$ cat src/rtl/i2c_burst_reg_bridge.sv
// ---------------------------------------------------------------------------
// i2c_burst_reg_bridge
//
// Purpose: connects an I2C slave byte/strobe interface to a register file.
// A write frame carries a register pointer (ADDR_BYTES bytes, MSB first)
// followed by any number of little-endian registers of DATA_BYTES bytes
// each. A read frame streams little-endian registers starting at the
// retained pointer. Bursts are supported in both directions. A frame that
// ends in the middle of a register write raises frame_err_o.
//
// Optional feature macro: I2C_BRIDGE_AUTOINC_EN
//   defined   -> pointer advances by one after every committed write and
//                every completed register read
//   undefined -> pointer never advances (bursts hit the same register)
//
// Parameters:
//   ADDR_W      register pointer width, 8 or 16
//   DATA_BYTES  bytes per register, 1..4 (register width DW = 8*DATA_BYTES)
//
// Ports:
//   clk_i, rst_n_i         clock, asynchronous active-low reset
//   i2c_rx_data_i/wr_req_i received byte and its one-cycle strobe
//   rd_req_i               master consumed the current i2c_tx_data_o byte
//   i2c_tx_data_o          byte to transmit
//   addr_match_i/rw_bit_i  slave address matched, R/W bit (1 = read)
//   start_detected_i       START / repeated-START strobe
//   stop_detected_i        STOP strobe
//   addr_o                 register pointer
//   wr_en_o/wdata_o        one-cycle register write strobe and data
//   rd_en_o/rdata_i        one-cycle register read strobe; data next cycle
//   frame_err_o            one-cycle pulse: frame ended mid-register write
// ---------------------------------------------------------------------------
module i2c_burst_reg_bridge #(
  parameter int ADDR_W     = 8,
  parameter int DATA_BYTES = 2
) (
  input  logic                    clk_i,
  input  logic                    rst_n_i,
  input  logic [7:0]              i2c_rx_data_i,
  input  logic                    wr_req_i,
  input  logic                    rd_req_i,
  output logic [7:0]              i2c_tx_data_o,
  input  logic                    addr_match_i,
  input  logic                    rw_bit_i,
  input  logic                    start_detected_i,
  input  logic                    stop_detected_i,
  output logic [ADDR_W-1:0]       addr_o,
  output logic                    wr_en_o,
  output logic                    rd_en_o,
  output logic [8*DATA_BYTES-1:0] wdata_o,
  input  logic [8*DATA_BYTES-1:0] rdata_i,
  output logic                    frame_err_o
);

  localparam int ADDR_BYTES = ADDR_W / 8;
  localparam int DW         = 8 * DATA_BYTES;
  localparam int CNT_MAX    = (ADDR_BYTES > DATA_BYTES) ? ADDR_BYTES : DATA_BYTES;
  localparam int CW         = $clog2(CNT_MAX + 1);

  localparam logic [CW-1:0] CNT_ONE   = CW'(1);
  localparam logic [CW-1:0] PTR_LAST  = CW'(ADDR_BYTES - 1);
  localparam logic [CW-1:0] DATA_LAST = CW'(DATA_BYTES - 1);

  localparam logic [2:0] S_IDLE    = 3'd0;
  localparam logic [2:0] S_PTR     = 3'd1;
  localparam logic [2:0] S_WDATA   = 3'd2;
  localparam logic [2:0] S_WCOMMIT = 3'd3;
  localparam logic [2:0] S_RFETCH  = 3'd4;
  localparam logic [2:0] S_RLATCH  = 3'd5;
  localparam logic [2:0] S_RDATA   = 3'd6;

  logic [2:0]        state_q, state_d;
  logic [ADDR_W-1:0] addr_q, addr_d;
  logic [DW-1:0]     wdata_q, wdata_d;
  logic [DW-1:0]     rbuf_q, rbuf_d;
  logic [CW-1:0]     byte_cnt_q, byte_cnt_d;
  logic              frame_err_q, frame_err_d;

  logic [ADDR_W-1:0]     addr_adv;
  logic [DATA_BYTES-1:0] lane_sel;

  // One-hot byte-lane select from the counter. No lane is selected once the
  // counter reaches DATA_BYTES, which is what forces the tx byte to 0x00.
  genvar gi;
  generate
    for (gi = 0; gi < DATA_BYTES; gi++) begin : g_lane
      assign lane_sel[gi] = (byte_cnt_q == CW'(gi));
    end
  endgenerate

`ifdef I2C_BRIDGE_AUTOINC_EN
  assign addr_adv = addr_q + ADDR_W'(1);  // wraps modulo 2^ADDR_W
`else
  assign addr_adv = addr_q;
`endif

  always_comb begin
    state_d     = state_q;
    addr_d      = addr_q;
    wdata_d     = wdata_q;
    rbuf_d      = rbuf_q;
    byte_cnt_d  = byte_cnt_q;
    frame_err_d = 1'b0;

    // STOP/START outrank every other input; any strobe in the same cycle
    // is dropped. Pointer and read buffer are deliberately kept.
    if (stop_detected_i || start_detected_i) begin
      state_d     = S_IDLE;
      byte_cnt_d  = '0;
      frame_err_d = (state_q == S_WDATA) && (byte_cnt_q != '0);
    end else begin
      case (state_q)
        S_IDLE: begin
          byte_cnt_d = '0;
          if (addr_match_i) begin
            state_d = rw_bit_i ? S_RFETCH : S_PTR;
          end
        end
        S_PTR: begin
          if (wr_req_i) begin
            // Pointer bytes arrive MSB first: shift left, keep low ADDR_W bits
            addr_d = ADDR_W'({addr_q, i2c_rx_data_i});
            if (byte_cnt_q == PTR_LAST) begin
              byte_cnt_d = '0;
              state_d    = S_WDATA;
            end else begin
              byte_cnt_d = byte_cnt_q + CNT_ONE;
            end
          end
        end
        S_WDATA: begin
          if (wr_req_i) begin
            for (int k = 0; k < DATA_BYTES; k++) begin
              if (lane_sel[k]) begin
                wdata_d[8*k +: 8] = i2c_rx_data_i;
              end
            end
            byte_cnt_d = byte_cnt_q + CNT_ONE;
            if (byte_cnt_q == DATA_LAST) begin
              state_d = S_WCOMMIT;
            end
          end
        end
        S_WCOMMIT: begin
          addr_d     = addr_adv;
          byte_cnt_d = '0;
          state_d    = S_WDATA;
        end
        S_RFETCH: begin
          state_d = S_RLATCH;
        end
        S_RLATCH: begin
          rbuf_d     = rdata_i;
          byte_cnt_d = '0;
          state_d    = S_RDATA;
        end
        S_RDATA: begin
          if (rd_req_i) begin
            byte_cnt_d = byte_cnt_q + CNT_ONE;
            if (byte_cnt_q == DATA_LAST) begin
              addr_d  = addr_adv;
              state_d = S_RFETCH;
            end
          end
        end
        default: begin
          state_d    = S_IDLE;
          byte_cnt_d = '0;
        end
      endcase
    end
  end

  always_ff @(posedge clk_i or negedge rst_n_i) begin
    if (!rst_n_i) begin
      state_q     <= S_IDLE;
      addr_q      <= '0;
      wdata_q     <= '0;
      rbuf_q      <= '0;
      byte_cnt_q  <= '0;
      frame_err_q <= 1'b0;
    end else begin
      state_q     <= state_d;
      addr_q      <= addr_d;
      wdata_q     <= wdata_d;
      rbuf_q      <= rbuf_d;
      byte_cnt_q  <= byte_cnt_d;
      frame_err_q <= frame_err_d;
    end
  end

  // Little-endian transmit mux; 0x00 once the register is exhausted.
  always_comb begin
    i2c_tx_data_o = 8'h00;
    for (int k = 0; k < DATA_BYTES; k++) begin
      if (lane_sel[k]) begin
        i2c_tx_data_o = rbuf_q[8*k +: 8];
      end
    end
  end

  // Strobes decode straight from state so an asynchronous reset clears them
  // in the same cycle.
  assign wr_en_o     = (state_q == S_WCOMMIT);
  assign rd_en_o     = (state_q == S_RFETCH);
  assign addr_o      = addr_q;
  assign wdata_o     = wdata_q;
  assign frame_err_o = frame_err_q;

endmodule
$ cat config.mk
export PLATFORM = sky130hd
export DESIGN_NAME = i2c_burst_reg_bridge
export DESIGN_NICKNAME = d
export VERILOG_FILES = /design/src/rtl/i2c_burst_reg_bridge.sv
export SDC_FILE = /design/constraint.sdc
export NUM_CORES = 1
export LEC_CHECK = 0
export ABC_AREA = 1
export CAP_MARGIN = 20
export CELL_PAD_IN_SITES_DETAIL_PLACEMENT = 1
export CELL_PAD_IN_SITES_GLOBAL_PLACEMENT = 2
export CORE_ASPECT_RATIO = 0.7
export CORE_MARGIN = 1.5
export CORE_UTILIZATION = 26
export CTS_CLUSTER_SIZE = 24
export DETAILED_ROUTE_END_ITERATION = 8
export PLACE_DENSITY = 0.74
export SLEW_MARGIN = 20
export SYNTH_ARGS = -nofsm -noshare
export SYNTH_HDL_FRONTEND = slang
export SYNTH_SLANG_ARGS = --single-unit
$ cat constraint.sdc
create_clock -name clk_i -period 1.35 [get_ports clk_i]
set_input_delay 0.27 -clock clk_i [delete_from_list [all_inputs] [get_ports clk_i]]
set_output_delay 0.27 -clock clk_i [all_outputs]
set_load 0.005 [all_outputs]
==> results.toml, run 1 <==
[global_routing]
grt_pass1_vias = 2370
gr-total-overflow = 0
grtUsageTotal_pct = 17.2
grt_pass1_wl_um = 12400
grt_antenna_before_repair = 0
grt_max_degree = 47

[detailed_routing]
ant_nets = 0
via_count = 2153
met1_length_um = 3730
vias_per_cell = 4.33
drt_iter0_markers = 60
routedWlPerCell_um = 15.4
routed.top_layer = "met4"
route.detailed.drc = 0
met2_length_um = 3520
routed_wl_um = 7640
route.met3.wl_um = 347
first_pass_iters = 4

[floorplan]
rows = 28
coreArea_um2 = 8620
die_area_um2 = 9640
die_h_um = 82.6
fp.dieW_um = 117
start_util_pct = 27.3
design.portCount = 67

[synth]
synth_seq_cells = 46
netlist_instances = 247
synth_edf_count = 0
syn_area_um2 = 2350
synthFlopType = "dfrtp_1"
syn_avg_cell_area_um2 = 9.53
yosys_warnings = 0
ys_types = 26
synthArstFlopShare_pct = 100
synth-seq-area-share_pct = 48.9
synth_nets = 282

[setup_path]
required_ps = 1080
arrival_ps = 1470
cp_max_fo = 4
end_kind = "primary output"
critPathLaunchType = "register"
critPathKind = "register to primary output"

[outcome]
failed_checks = "setup timing"
status = "finished, violations left"

[pwr]
pwr_density_cell_nw_per_um2 = 1490
p_switching_mw = 1.93
irDropWorstVdd_v = 0.000638
combPwrFrac_pct = 43.8
switching_share_pct = 32.2
p_int_mw = 4.06
clockPowerShare_pct = 20.7
power_leakage_nw = 2.03
seqPwrFrac_pct = 35.5

[timing]
tightest_slew_ps = 323
worst_slack_ps = -389
setup_viol = 55
fmaxAchievable_mhz = 575
slew_violations = 0
rsz0062_at_grt = "true"
min_period_ps = 1740
timing.slew.headroom_pct = 78.2
skew_ps = 9.66
period_share_pct = 129
hold_viol_final = 0

[place]
gp_congestion = 0.742
placed_cells = 458
port_buffers = 66
dp_hpwl_um = 5010

[clock_tree]
cts_buffers = 5
cts.clk_slew.worst_paths_ps = 70
clkSinkCount = 46
clkLatencyLatePin_ps = 290
cts_max_level = 2
tritoncts = "built"
cts_root_buf = "clkbuf_16"
clockBufferDepth = 2

[finish]
final_cells = 497
utilization_pct = 46.7
area_growth_pct = 71.2
drive_above_1_share_pct = 40.8
finalNetCount = 411
n_antenna_cell = 0

[job]
maxCapViolCount = 0

[hold_path]
hp-class = "input pin to asynchronous set/reset pin"
Yosys cell counts, drive strengths merged, types with 3 or more instances:
cell type	n	area share, %
nand2	70	12
dfrtp	46	49
inv	24	4.1
mux2	22	12
nor2	22	4.9
o21ai	20	4.6
nand3	16	3.9
a21oi	10	2.1
buf	9	3.4
ha	3	1.6
nor3	3	0.64
final cells by class:
class,count,area [um2]
clock inverter,3,18.8
timing repair buffer,130,1250
sequential,46,1150
multi-input combinational,169,1220
inverter,24,110
clock buffer,5,125
tap,120,150
fill,992,4590
critical path, stage by stage, from the launching register on:
cell     delay (ps)
dfrtp_1         400
buf_6           140
ha_4            180
inv_6            70
buf_6            90
buf_6            90
nand3_2          50
nand2_1          50
buf_2           110
worst paths after layout:
check	from	to	slack, ps	cells after the start
min in group clk_i	addr_o[0]	addr_o[0]	490	2
max	byte_cnt_q[0]	i2c_tx_data_o[1]	-390	8
min	rst_n_i	addr_o[2]	490	3
max reg2reg	byte_cnt_q[0]	wdata_o[13]	-340	10
max in group asynchronous	rst_n_i	state_q[1]	630	3
min reg2reg	addr_o[0]	addr_o[0]	490	2
through the flow:
stage,setup slack (ps),hold slack (ps),area [um2],power (mW),setup TNS (ps)
3_3_place_gp,-448,274,3400,4.35,-18010
5_1_grt,-459,521,4030,6.42,-14840
2_1_floorplan,-54.7,-25.6,2380,3.13,-412
3_5_place_dp,-501,276,3400,4.41,-19230
6_report,-389,485,4030,6.00,-10820
4_1_cts,-413,495,3900,5.90,-10280
power groups by stage:
| stage | registers [mW] | clock network [mW] | logic, mW |
|---|---|---|---|
| floorplan | 2.09 | 0 | 1.03 |
| global placement | 2.14 | 0 | 2.21 |
| detailed placement | 2.14 | 0 | 2.27 |
| CTS | 2.12 | 1.28 | 2.50 |
| global route | 2.20 | 1.34 | 2.88 |
| finish | 2.13 | 1.24 | 2.63 |
cell families (layout without fill, tap and decap cells):
| family | Yosys count | count (layout) | share of synthesized area (%) |
|---|---|---|---|
| AO/OA/AOI/OAI | 30 | 30 | 6.70 |
| adder cells (fa/ha/maj) | 3 | 3 | 1.60 |
| flip-flops | 46 | 46 | 48.9 |
| buffers and inverters | 33 | 162 | 7.55 |
| multiplexers | 22 | 22 | 12.1 |
| AND/OR/NAND/NOR | 113 | 114 | 23.1 |
timing repair:
action                                  4_1_cts  5_1_grt
pin swaps                                    22       17
gates cloned                                  2        0
hold buffers                                  1        0
endpoints found under the setup margin       80       55
buffers inserted                             22        8
resized for setup                           123       23
hold endpoints to repair                     46        0
per-layer routing:
layer / track usage (%) / vias to the layer above
met5: 0 / -
li1: - / 1055
met3: 4.74 / 6
met1: 23.3 / 1050
met4: 2.17 / 0
met2: 28.2 / 42
flip-flops by register name, summed over array words and instances (netlist names):
signal / count
state_q: 3
frame_err_o: 1
wdata_o: 16
rbuf_q: 16
addr_o: 8
byte_cnt_q: 2
cell usage in the layout, fill, tap and decap left out, types with 2 or more instances in the layout:
cell and n:
nor2_4 8, inv_1 17, nand3_1 9, nand2_2 11, ha_4 2, nand2_1 55, o21ai_0 6, mux2_2 11
o21ai_1 10, inv_2 4, mux2_4 11, nand3_4 2, inv_8 2, buf_2 8, buf_12 7, nor2_1 13
buf_6 22, dfrtp_1 46, a21oi_2 2, nor3_1 3, clkinv_2 2, buf_4 35, clkdlybuf4s50_1 29, a21oi_1 7
nand3_2 5, nand2_4 3, o21ai_2 3, clkbuf_16 6, dlygate4sd2_1 26, inv_6 2
Power figures use the tool's default switching activity.
==> inputs of run 2 (changes only) <==
--- a/config.mk
+++ b/config.mk
@@ -13,7 +13,6 @@
 export CORE_MARGIN = 1.5
-export CORE_UTILIZATION = 26
+export CORE_UTILIZATION = 28
 export CTS_CLUSTER_SIZE = 24
 export DETAILED_ROUTE_END_ITERATION = 8
-export PLACE_DENSITY = 0.74
-export SLEW_MARGIN = 20
+export PLACE_DENSITY = 0.76
 export SYNTH_ARGS = -nofsm -noshare
==> constraint.sdc (replaced) <==
create_clock -name clk_i -period 1.7 [get_ports clk_i]
set_input_delay 0.51 -clock clk_i [delete_from_list [all_inputs] [get_ports clk_i]]
set_output_delay 0.51 -clock clk_i [all_outputs]
set_load 0.005 [all_outputs]
==> results.toml, run 2 (synthesis gave the netlist of run 1 again) <==
[finish]
num-fill-cells = 897
drive_above_1_share_pct = 36.0
regArea_um2 = 1150
final_cells = 454
layout_commonest_cell = "nand2_1"
mostFrequentLayoutCells = "nand2_1, dfrtp_1, clkdlybuf4s50_1"
finalNetCount = 387
final_cell_area_um2 = 3720
area_growth_pct = 58.3
n_antenna_cell = 0
multi_input_area_um2 = 1140
utilization_pct = 46.5

[clock_tree]
clkLatencyLatePin_ps = 290
clkSinkCount = 46
cts_max_level = 2
cts_buffers = 5
clockBufferDepth = 2
cts.clk_slew.worst_paths_ps = 70
cts_root_buf = "clkbuf_16"
tritoncts = "built"

[timing]
hold_viol_final = 0
timing.slew.headroom_pct = 83.2
period_share_pct = 111
setup_viol = 8
hold_ws_ps = 191
rsz0062_at_grt = "true"
fmaxAchievable_mhz = 530
slew_violations = 0
worst_slack_ps = -186
tightest_slew_ps = 250
min_period_ps = 1890
skew_ps = 8.57

[pwr]
irDropWorstVdd_v = 0.000549
pwr_density_cell_nw_per_um2 = 1210
power_leakage_nw = 1.93

[place]
gp_congestion = 0.754
dp_hpwl_um = 4740
placed_cells = 431
placedInstanceArea_um2 = 3310
port_buffers = 66

[floorplan]
die_h_um = 79.7
fp.dieW_um = 113
design.portCount = 67
rows = 27
coreArea_um2 = 8010
die_area_um2 = 8970
start_util_pct = 29.4

[global_routing]
grt_pass1_vias = 2165
grt_antenna_before_repair = 0
gr-total-overflow = 0
grt_pass1_wl_um = 10900
grt_max_degree = 47
grtUsageTotal_pct = 15.5

[detailed_routing]
met2_length_um = 2920
first_pass_iters = 6
route.detailed.drc = 1
drt_iter0_markers = 62
route.met3.wl_um = 338
routed.top_layer = "met4"
met1_length_um = 3390
vias_per_cell = 4.46
routedWlPerCell_um = 14.7
routed_wl_um = 6680
ant_nets = 0
via_count = 2023

[setup_path]
critPathLaunchType = "register"
cp_max_fo = 6
critPathKind = "register to primary output"
end_kind = "primary output"
arrival_ps = 1380
required_ps = 1190

[job]
maxCapViolCount = 0

[outcome]
failed_checks = "DRC, setup timing"
status = "finished, violations left"

[hold_path]
hp-class = "input pin to asynchronous set/reset pin"
## run 2: cell types whose count changed in the layout (fill, tap and decap cells not counted), moves of 6 or more
cell	delta
o21ai_0	+6
buf_6	-19
clkdlybuf4s50_1	+14
dlymetal6s2s_1	+12
dlygate4sd2_1	-26
## run 2: repair_timing
action,in CTS,in global routing
cloned,0,1
pin swaps,4,16
gates resized for setup,53,44
hold buffers,0,0
setup buffers,4,13
setup endpoints to repair,14,56
## run 2: report_power, final
| group | internal, mW | leakage (nW) | switching (mW) |
|---|---|---|---|
| clock | 0.545 | 0.0740 | 0.422 |
| combinational | 1.09 | 1.28 | 0.736 |
| sequential | 1.47 | 0.578 | 0.234 |
## run 2: final cells by class
cell class	count	area share [%]
multi-input combinational	168	30.7
clock inverter	3	0.504
sequential	46	30.9
clock buffer	5	3.36
timing repair buffer	107	28.3
inverter	24	2.82
tap	101	3.39
## run 2: worst max-delay path, cell delays in order (launching register included)
cell and delay, ps:
dfrtp_1 440, inv_2 110, ha_4 190, buf_4 120, nand3_2 80, nand2_1 60
buf_2 100
## run 2: final timing paths
kind                               start               end  cells past startpoint  slack, ps
min                              rst_n_i       wdata_o[13]                      2        190
max in group asynchronous        rst_n_i        state_q[1]                      2       1280
max                        byte_cnt_q[0]  i2c_tx_data_o[0]                      6       -190
min in group clk_i            wdata_o[4]        wdata_o[4]                      2        510
max reg2reg                byte_cnt_q[1]       wdata_o[12]                      8         20
min reg2reg                   wdata_o[4]        wdata_o[4]                      2        510
## run 2: metal layers
metal,up-vias,global-route usage [%]
met4,0,2.66
met2,45,23.8
met3,4,4.18
met5,-,0
met1,972,22.1
li1,1002,-
## run 2: through the flow
stage	worst slack, ps	setup TNS [ps]	power, mW
finish	-186	-1280	4.50
global route	-251	-2050	4.83
CTS	-244	-1290	4.45
detailed placement	-322	-13660	3.45
global placement	-329	-13050	3.41
floorplan	86.3	0	2.47
